`src/rtl/adder100_sched.sv`:
```
// adder100_sched: round-robin sharing of one Adder100 carry-lookahead adder between two requesters,
// with a one-entry tagged result register. Define ADDER_SCHED_CHAIN_EN to build per-requester carry chaining.

// Pure combinational 100-bit adder: 4-bit lookahead groups, group carries rippled between groups.
module Adder100 (
  input  logic [99:0] a_i,
  input  logic [99:0] b_i,
  input  logic        cin_i,
  output logic [99:0] sum_o,
  output logic        cout_o
);
  localparam int GROUPS = 25;

  logic [99:0]     gen;
  logic [99:0]     prop;
  logic [99:0]     carry;
  logic [GROUPS:0] groupCarry;

  assign gen           = a_i & b_i;
  assign prop          = a_i ^ b_i;
  assign groupCarry[0] = cin_i;

  for (genvar k = 0; k < GROUPS; k++) begin : gen_group
    logic [3:0] gg;
    logic [3:0] pp;
    logic       ci;

    assign gg = gen[4*k +: 4];
    assign pp = prop[4*k +: 4];
    assign ci = groupCarry[k];

    assign carry[4*k]   = ci;
    assign carry[4*k+1] = gg[0] | (pp[0] & ci);
    assign carry[4*k+2] = gg[1] | (pp[1] & gg[0]) | (pp[1] & pp[0] & ci);
    assign carry[4*k+3] = gg[2] | (pp[2] & gg[1]) | (pp[2] & pp[1] & gg[0])
                        | (pp[2] & pp[1] & pp[0] & ci);
    assign groupCarry[k+1] = gg[3] | (pp[3] & gg[2]) | (pp[3] & pp[2] & gg[1])
                           | (pp[3] & pp[2] & pp[1] & gg[0]) | (&pp & ci);
  end

  assign sum_o  = prop ^ carry;
  assign cout_o = groupCarry[GROUPS];
endmodule

module adder100_sched #(
  parameter int WIDTH = 100
) (
  input  logic             clk,
  input  logic             reset,
  input  logic             req0_valid,
  output logic             req0_ready,
  input  logic [WIDTH-1:0] req0_a,
  input  logic [WIDTH-1:0] req0_b,
  input  logic             req0_cin,
  input  logic             req0_chain,
  input  logic             req1_valid,
  output logic             req1_ready,
  input  logic [WIDTH-1:0] req1_a,
  input  logic [WIDTH-1:0] req1_b,
  input  logic             req1_cin,
  input  logic             req1_chain,
  output logic             rsp_valid,
  input  logic             rsp_ready,
  output logic [WIDTH-1:0] rsp_sum,
  output logic             rsp_cout,
  output logic             rsp_id
);
  typedef enum logic {EMPTY, FULL} slotState_t;

  slotState_t       slot_q, slot_d;
  logic             lastGrant_q;
  logic             canIssue;
  logic             grantValid;
  logic             grantId;
  logic [WIDTH-1:0] selA, selB;
  logic             cinEff;
  logic [WIDTH-1:0] addSum;
  logic             addCout;

  // Grants are suppressed during reset so no handshake completes in that cycle.
  assign canIssue   = (slot_q == EMPTY) || rsp_ready;
  assign grantValid = !reset && canIssue && (req0_valid || req1_valid);
  assign grantId    = (req0_valid && req1_valid) ? !lastGrant_q : req1_valid;
  assign req0_ready = grantValid && !grantId;
  assign req1_ready = grantValid && grantId;

  assign selA = grantId ? req1_a : req0_a;
  assign selB = grantId ? req1_b : req0_b;

`ifdef ADDER_SCHED_CHAIN_EN
  logic [1:0] creg_q;

  always_comb begin
    cinEff = grantId ? req1_cin : req0_cin;
    if (grantId ? req1_chain : req0_chain) cinEff = creg_q[grantId];
  end

  always_ff @(posedge clk) begin
    if (reset)           creg_q          <= '0;
    else if (grantValid) creg_q[grantId] <= addCout;
  end
`else
  logic unusedChain;
  assign unusedChain = req0_chain ^ req1_chain;
  assign cinEff      = grantId ? req1_cin : req0_cin;
`endif

  Adder100 u_adder (
    .a_i   (selA),
    .b_i   (selB),
    .cin_i (cinEff),
    .sum_o (addSum),
    .cout_o(addCout)
  );

  always_ff @(posedge clk) begin
    if (reset) slot_q <= EMPTY;
    else       slot_q <= slot_d;
  end

  always_comb begin
    slot_d = slot_q;
    if (grantValid)     slot_d = FULL;
    else if (rsp_ready) slot_d = EMPTY;
  end

  always_comb begin
    rsp_valid = (slot_q == FULL);
  end

  // Result payload only moves on a grant, so it stays stable under backpressure.
  always_ff @(posedge clk) begin
    if (reset) begin
      rsp_sum     <= '0;
      rsp_cout    <= 1'b0;
      rsp_id      <= 1'b0;
      lastGrant_q <= 1'b1;
    end else if (grantValid) begin
      rsp_sum     <= addSum;
      rsp_cout    <= addCout;
      rsp_id      <= grantId;
      lastGrant_q <= grantId;
    end
  end
endmodule

```
`config.mk`:
```
export PLATFORM = sky130hd
export DESIGN_NAME = adder100_sched
export DESIGN_NICKNAME = d
export VERILOG_FILES = /design/src/rtl/adder100_sched.sv
export SDC_FILE = /design/constraint.sdc
export NUM_CORES = 1
export LEC_CHECK = 0
export ABC_CLOCK_PERIOD_IN_PS = 15200
export CAP_MARGIN = 20
export CORE_ASPECT_RATIO = 1.25
export CORE_UTILIZATION = 27
export CTS_CLUSTER_DIAMETER = 120
export DETAILED_ROUTE_END_ITERATION = 10
export PLACE_DENSITY = 0.65
export RECOVER_POWER = 25
export SLEW_MARGIN = 0
export SYNTH_ARGS = -nofsm -noshare
export SYNTH_HDL_FRONTEND = slang
export SYNTH_HIERARCHICAL = 1
export SYNTH_SLANG_ARGS = --single-unit
```
`constraint.sdc`:
```
create_clock -name clk -period 15.2 [get_ports clk]
set_input_delay 3.04 -clock clk [delete_from_list [all_inputs] [get_ports clk]]
set_output_delay 3.04 -clock clk [all_outputs]
set_load 0.1 [all_outputs]
```
==> out/qor.yml, run 1 <==
status: "finished, violations left"
violations: "capacitance limit, slew limit"
antenna_found_initial: 0
grt-ovfl-total: 0
crit_fanout: 44
synth_nets: 1760
powerDensity_mw_per_mm2: 97.9
drt-pass1-iter-count: 4
htree_num_levels: 3
synth.avg_cell_area_um2: 8.87
cts.sinks: 104
grt_max_degree: 115
vdd_drop_max_uv: 56.4
worst_pin_slew_ns: 2.96
crit_family: "buffers and inverters"
cts_tree: "built"
path_cells: "clkdlybuf4s50_1, a21boi_4, buf_4, nor3b_1, clkdlybuf4s50_1"
die_w_um: 181
syn_to_final_growth_pct: 52.5
grt_usage_pct: 18.8
yosysSeqAreaShare_pct: 19.2
slew_headroom_pct: -97.6
setup_violations: 0
finalSetupTns_ns: 0
final_common_cell: "clkdlybuf4s50_1"
cts.clk_slew.worst_paths_ns: 0.07
synth.area.mux_share_pct: 20.8
rsz0062_at_grt: "false"
path_buf_inv: 3
dp_hpwl_um: 31700
cts_buffers: 9
num_vias: 11000
synthSimpleGateAreaFrac_pct: 12.7
placementRows: 81
synth-edff-count: 0
max-cap-violations: 1
insertion_delay_ns: 0.37
routedWlPerCell_um: 18.2
critPathRequiredTime_ns: 12.16
yosysUniqueCellTypes: 59
wl_um: 39600
drtAntennaViolNets: 0
nNetsFinal: 2211
synth_fa_ha_area_share_pct: 16.1
holdBufCountCts: 0
post-route-period-util_pct: 58.2
synth_area_leaders: "mux2_2 (21%), dfxtp_1 (19%), ha_1 (12%)"
viasPerCell: 5.03
synth_seq_cells: 104
grt_pass1_wl_um: 59800
cts_buffer_depth: 2
post_cts_buffers: 0
synth_compound_area_share_pct: 20.7
timing.rr.start: "lastGrant_q"
power_leakage_uw: 0.00640
cts_resized: 0
drc: 0
grt_pass1_vias: 11100
layout-drive-gt1-share_pct: 14.9
finalClockSkew_ns: 0.00879
cp-startpoint: "req1_valid"
synth_top_area_share_pct: 20.8
final_cell_mix: "clkdlybuf4s50_1 (459), mux2_2 (201), a21oi_1 (175)"
synth_top_area_cell: "mux2_2"
crit_slowest_cell: "clkdlybuf4s50_1"
cp_common_cell: "clkdlybuf4s50_1"
cts-root-buf: "clkbuf_16"
gp_congestion: 0.897
initial_core_util_pct: 27.6
hp-class: "flip-flop to flip-flop"
io_pins: 514
reg2regPathDepth: 21
r2r_setup_slack_ns: 9.44
dieArea_mm2: 0.0411
crit_arrival_ns: 5.81
synth_top_family_by_area: "multiplexers"
final-max-slew-violation-count: 91
postSynthCellCount: 1226
diodes: 0
end_kind: "output port"
clock.fmax_ghz: 0.113
synthXorXnorAreaFrac_pct: 5.88
die_h_um: 226
critical_path_class: "primary input to output port"
synth_top_flop_cell: "dfxtp_1"
drt_iter0_markers: 395
start_kind: "primary input"
portBuffers: 511
finalPower_uw: 1620
cpPeakStageDelay_ns: 1.21
ys.warnings.count: 6
hold_viol_final: 0
timing.final.crit_period_ns: 8.85
cp.depth: 5
async_flop_share_pct: 0
netlist_area_mm2: 0.0109
core-area_mm2: 0.0394
reg2reg_to: "rsp_sum[93]"
cp-endpoint: "req1_ready"
worst min path at each step:
stage               cells after the start  slack, ns           to        start
global route                            2       0.49  rsp_sum[87]  rsp_sum[87]
global placement                        2       0.46  rsp_sum[73]  rsp_sum[73]
detailed placement                      2       0.47  rsp_sum[90]  rsp_sum[90]
finish                                  2       0.47   rsp_sum[5]   rsp_sum[5]
CTS                                     2       0.48  rsp_sum[90]  rsp_sum[90]
floorplan                               2       0.53  lastGrant_q  lastGrant_q
cell usage after synthesis, drive strengths merged (25+ instances only):
cell,n
xnor2,31
clkbuf,32
mux2,201
fa,25
nor2,29
xor2,42
nand2,44
dfxtp,104
a21o,30
ha,100
nand3b,101
buf,49
o21ai,135
a21oi,179
sequential cells by signal, summed over array words and instances (netlist names):
| signal | cells |
|---|---|
| rsp_id | 1 |
| rsp_valid | 1 |
| lastGrant_q | 1 |
| rsp_sum | 100 |
| rsp_cout | 1 |
through the flow:
stage	instance area (um2)	worst slack (ns)	hold slack [ns]	cells	utilization, %
after detailed placement	16300	5.67	0.465	2163	41.3
after floorplan	10900	4.11	0.534	1226	-
after global placement	16300	5.79	0.461	2163	41.3
after global routing	16600	6.04	0.490	2177	42.0
after CTS	16600	6.06	0.476	2176	42.0
final	16600	6.35	0.469	2177	42.0
layout make-up:
class	instances	area, um2
Clock buffer	10	239
Clock inverter	3	21.3
Fill cell	3949	22800
Inverter	23	86.3
Multi-Input combinational cell	1018	8320
Sequential cell	104	2080
Tap cell	498	623
Timing Repair Buffer	521	5200
cell families after synthesis:
kind of cell | Yosys count
mux | 201
compound gates | 386
buf+inv | 104
flops | 104
simple gates | 233
fa+ha+maj | 125
xor+xnor | 73
power breakdown:
group / switching (uW) / internal [uW] / leakage, uW
Sequential: 22.0 / 321 / 0.000860
Clock: 111 / 113 / 0.000126
Combinational: 671 / 384 / 0.00541
metal layers:
layer / vias to the layer above / global-route usage, % / share of wire [%]
met5: - / 0 / 0
met4: 0 / 6.81 / 2.6
li1: 5405 / - / -
met1: 5105 / 19.1 / 38
met2: 402 / 35.6 / 52
met3: 49 / 5.89 / 7.9
worst min-delay path, cell delays in order (launching register included):
cell,delay (ns)
dfxtp_1,0.30
o21ai_0,0.06
a21oi_1,0.06
Note: power is estimated with default switching activity, not from simulation.
==> run 2: changes to the inputs <==
- ABC_CLOCK_PERIOD_IN_PS: 15200 -> 8800
- clock period: 15.2 -> 8.8 ns (I/O delays scaled with it)
==> run 2 against run 1 <==
Net effect:
- the flow still finishes with violations (capacitance limit, slew limit)
- largest cell class unchanged
- clock power increased by 85%
- utilization increased by 0.067 points
- sequential share of layout area about the same
- sequential cell count unchanged
- global-route usage decreased by 0.14 points
- sequential power increased by 73%
- final area increased by 0.16%
- routed wire length decreased by 0.73%
- combinational power increased by 73%
- die area unchanged
- critical endpoint is now rsp_sum[93]
- clock skew about the same
- setup slack got worse by 4.7 ns
==> out/qor.yml, run 2 (synthesis gave the netlist of run 1 again) <==
hold_viol_final: 0
worst_pin_slew_ns: 2.91
layout-drive-gt1-share_pct: 15.0
met3_length_um: 3000
timing.final.crit_period_ns: 7.11
routedWlPerCell_um: 18.0
comb_power_share_pct: 64.4
critical_path_class: "primary input to flip-flop"
num_vias: 10900
crit_fanout: 136
grt_max_degree: 137
hold_path_depth: 2
final-max-slew-violation-count: 91
cts_buffer_depth: 2
drtAntennaViolNets: 0
drt-pass1-iter-count: 5
cts_tree: "built"
setup_violations: 0
hold_end: "rsp_sum[13]"
power_switching_uw: 1410
drt_iter0_markers: 420
clock.fmax_ghz: 0.141
grt-ovfl-total: 0
timing.rr.start: "lastGrant_q"
core-area_mm2: 0.0394
finalSetupTns_ns: 0
cts_resized: 0
grt_usage_pct: 18.6
post_cts_buffers: 0
nNetsFinal: 2210
cpPeakStageDelay_ns: 0.64
final_cell_mix: "clkdlybuf4s50_1 (459), mux2_2 (201), a21oi_1 (175)"
htree_num_levels: 3
whs_ns: 0.472
post-route-period-util_pct: 80.8
grt_pass1_vias: 10900
largest-register: "rsp_sum"
cts.sinks: 104
r2r_setup_slack_ns: 3.44
dieArea_mm2: 0.0411
end_kind: "flip-flop"
cp-startpoint: "req0_valid"
vdd_drop_max_uv: 106
reg2regPathDepth: 19
slew_headroom_pct: -94.3
stdcell_count: 2179
power_frac_clock_pct: 14.7
finalClockSkew_ns: 0.00899
grt_pass1_wl_um: 59300
start_kind: "primary input"
final_common_cell: "clkdlybuf4s50_1"
min_from: "rsp_sum[13]"
rsz0062_at_grt: "false"
holdBufCountCts: 0
crit_arrival_ns: 7.34
max-cap-violations: 1
dp_cells: 2163
wl_um: 39300
reg2reg_to: "rsp_sum[93]"
die_h_um: 226
viasPerCell: 5.00
hp-class: "flip-flop to flip-flop"
portBuffers: 511
power.internal_uw: 1420
path_cells: "dlygate4sd3_1, a21boi_4, buf_12, mux2_2, ha_1, a21oi_1, o21ai_0, a22oi_1, o32ai_2, a221o_1, o31a_4, a31oi_4, o31ai_4, a21o_1, a21o_1, a21o_1, fa_1, xor2_1, nand3b_1, a21oi_1"
io_pins: 514
antenna_found_initial: 0
critPathRequiredTime_ns: 9.03
diodes: 0
dp_hpwl_um: 31600
violations: "capacitance limit, slew limit"
cts-root-buf: "clkbuf_16"
syn_to_final_growth_pct: 52.7
wl_met1_um: 15100
drc: 0
insertion_delay_ns: 0.37
cts.clk_slew.worst_paths_ns: 0.08
largest_reg_flops: 100
crit_slowest_cell: "dlygate4sd3_1"
cp_common_cell: "a21o_1"
die_w_um: 181
status: "finished, violations left"
power_leakage_uw: 0.00641
initial_core_util_pct: 27.6
wl_met2_um: 20000
powerDensity_mw_per_mm2: 171
top_layer: "met5"
power_frac_seq_pct: 20.9
p_sw_share_pct: 49.8
gp_congestion: 0.916
cts_buffers: 9
placementRows: 81
==> run 2: area by class of cell <==
type                    count  area, um2
clock buffers              10        239
clock inverters             6       50.0
flip-flops and latches    104       2080
inverters                  23       86.3
well taps                 498        623
multi-input cells        1018       8320
repair buffers            520       5200
fillers                  3954      22800
==> run 2: power by group through the flow <==
| stage | registers, uW | logic [uW] | clock network, uW |
|---|---|---|---|
| after floorplan | 1190 | 704 | 0 |
| after global placement | 602 | 1830 | 0 |
| after detailed placement | 605 | 1840 | 0 |
| after CTS | 596 | 1850 | 437 |
| after global routing | 603 | 1950 | 454 |
| final | 593 | 1830 | 416 |
==> run 2: per-layer routing <==
metal  track usage (%)  vias up
li1                  -     5406
met1              19.6     5052
met2              34.1      395
met3              5.77       47
met4              7.82        2
met5                 0        -
==> run 2: critical path, delay by kind of cell <==
| kind | cells | cell delay [ns] |
|---|---|---|
| buffers and inverters | 2 | 1.13 |
| muxes | 1 | 0.47 |
| and+or+nand+nor | 1 | 0.08 |
| adders and majority gates | 2 | 0.76 |
| xor gates and xnor gates | 1 | 0.17 |
| AOI/OAI and AO/OA | 13 | 2.94 |
==> run 2: through the flow <==
step                cell area [um2]  utilization, %  power, uW  setup slack [ns]
floorplan                     10900               -       1900             0.266
global placement              16300            41.4       2430              1.32
detailed placement            16300            41.4       2450              1.26
CTS                           16600            42.1       2890              1.66
global route                  16600            42.1       3010              1.47
finish                        16600            42.1       2840              1.69
==> run 2: worst max path at each step <==
stage | to | cells past startpoint
after floorplan | req0_ready | 4
after global placement | rsp_sum[93] | 20
after detailed placement | rsp_sum[93] | 20
after CTS | rsp_sum[93] | 20
after global routing | rsp_sum[93] | 20
final | rsp_sum[93] | 20
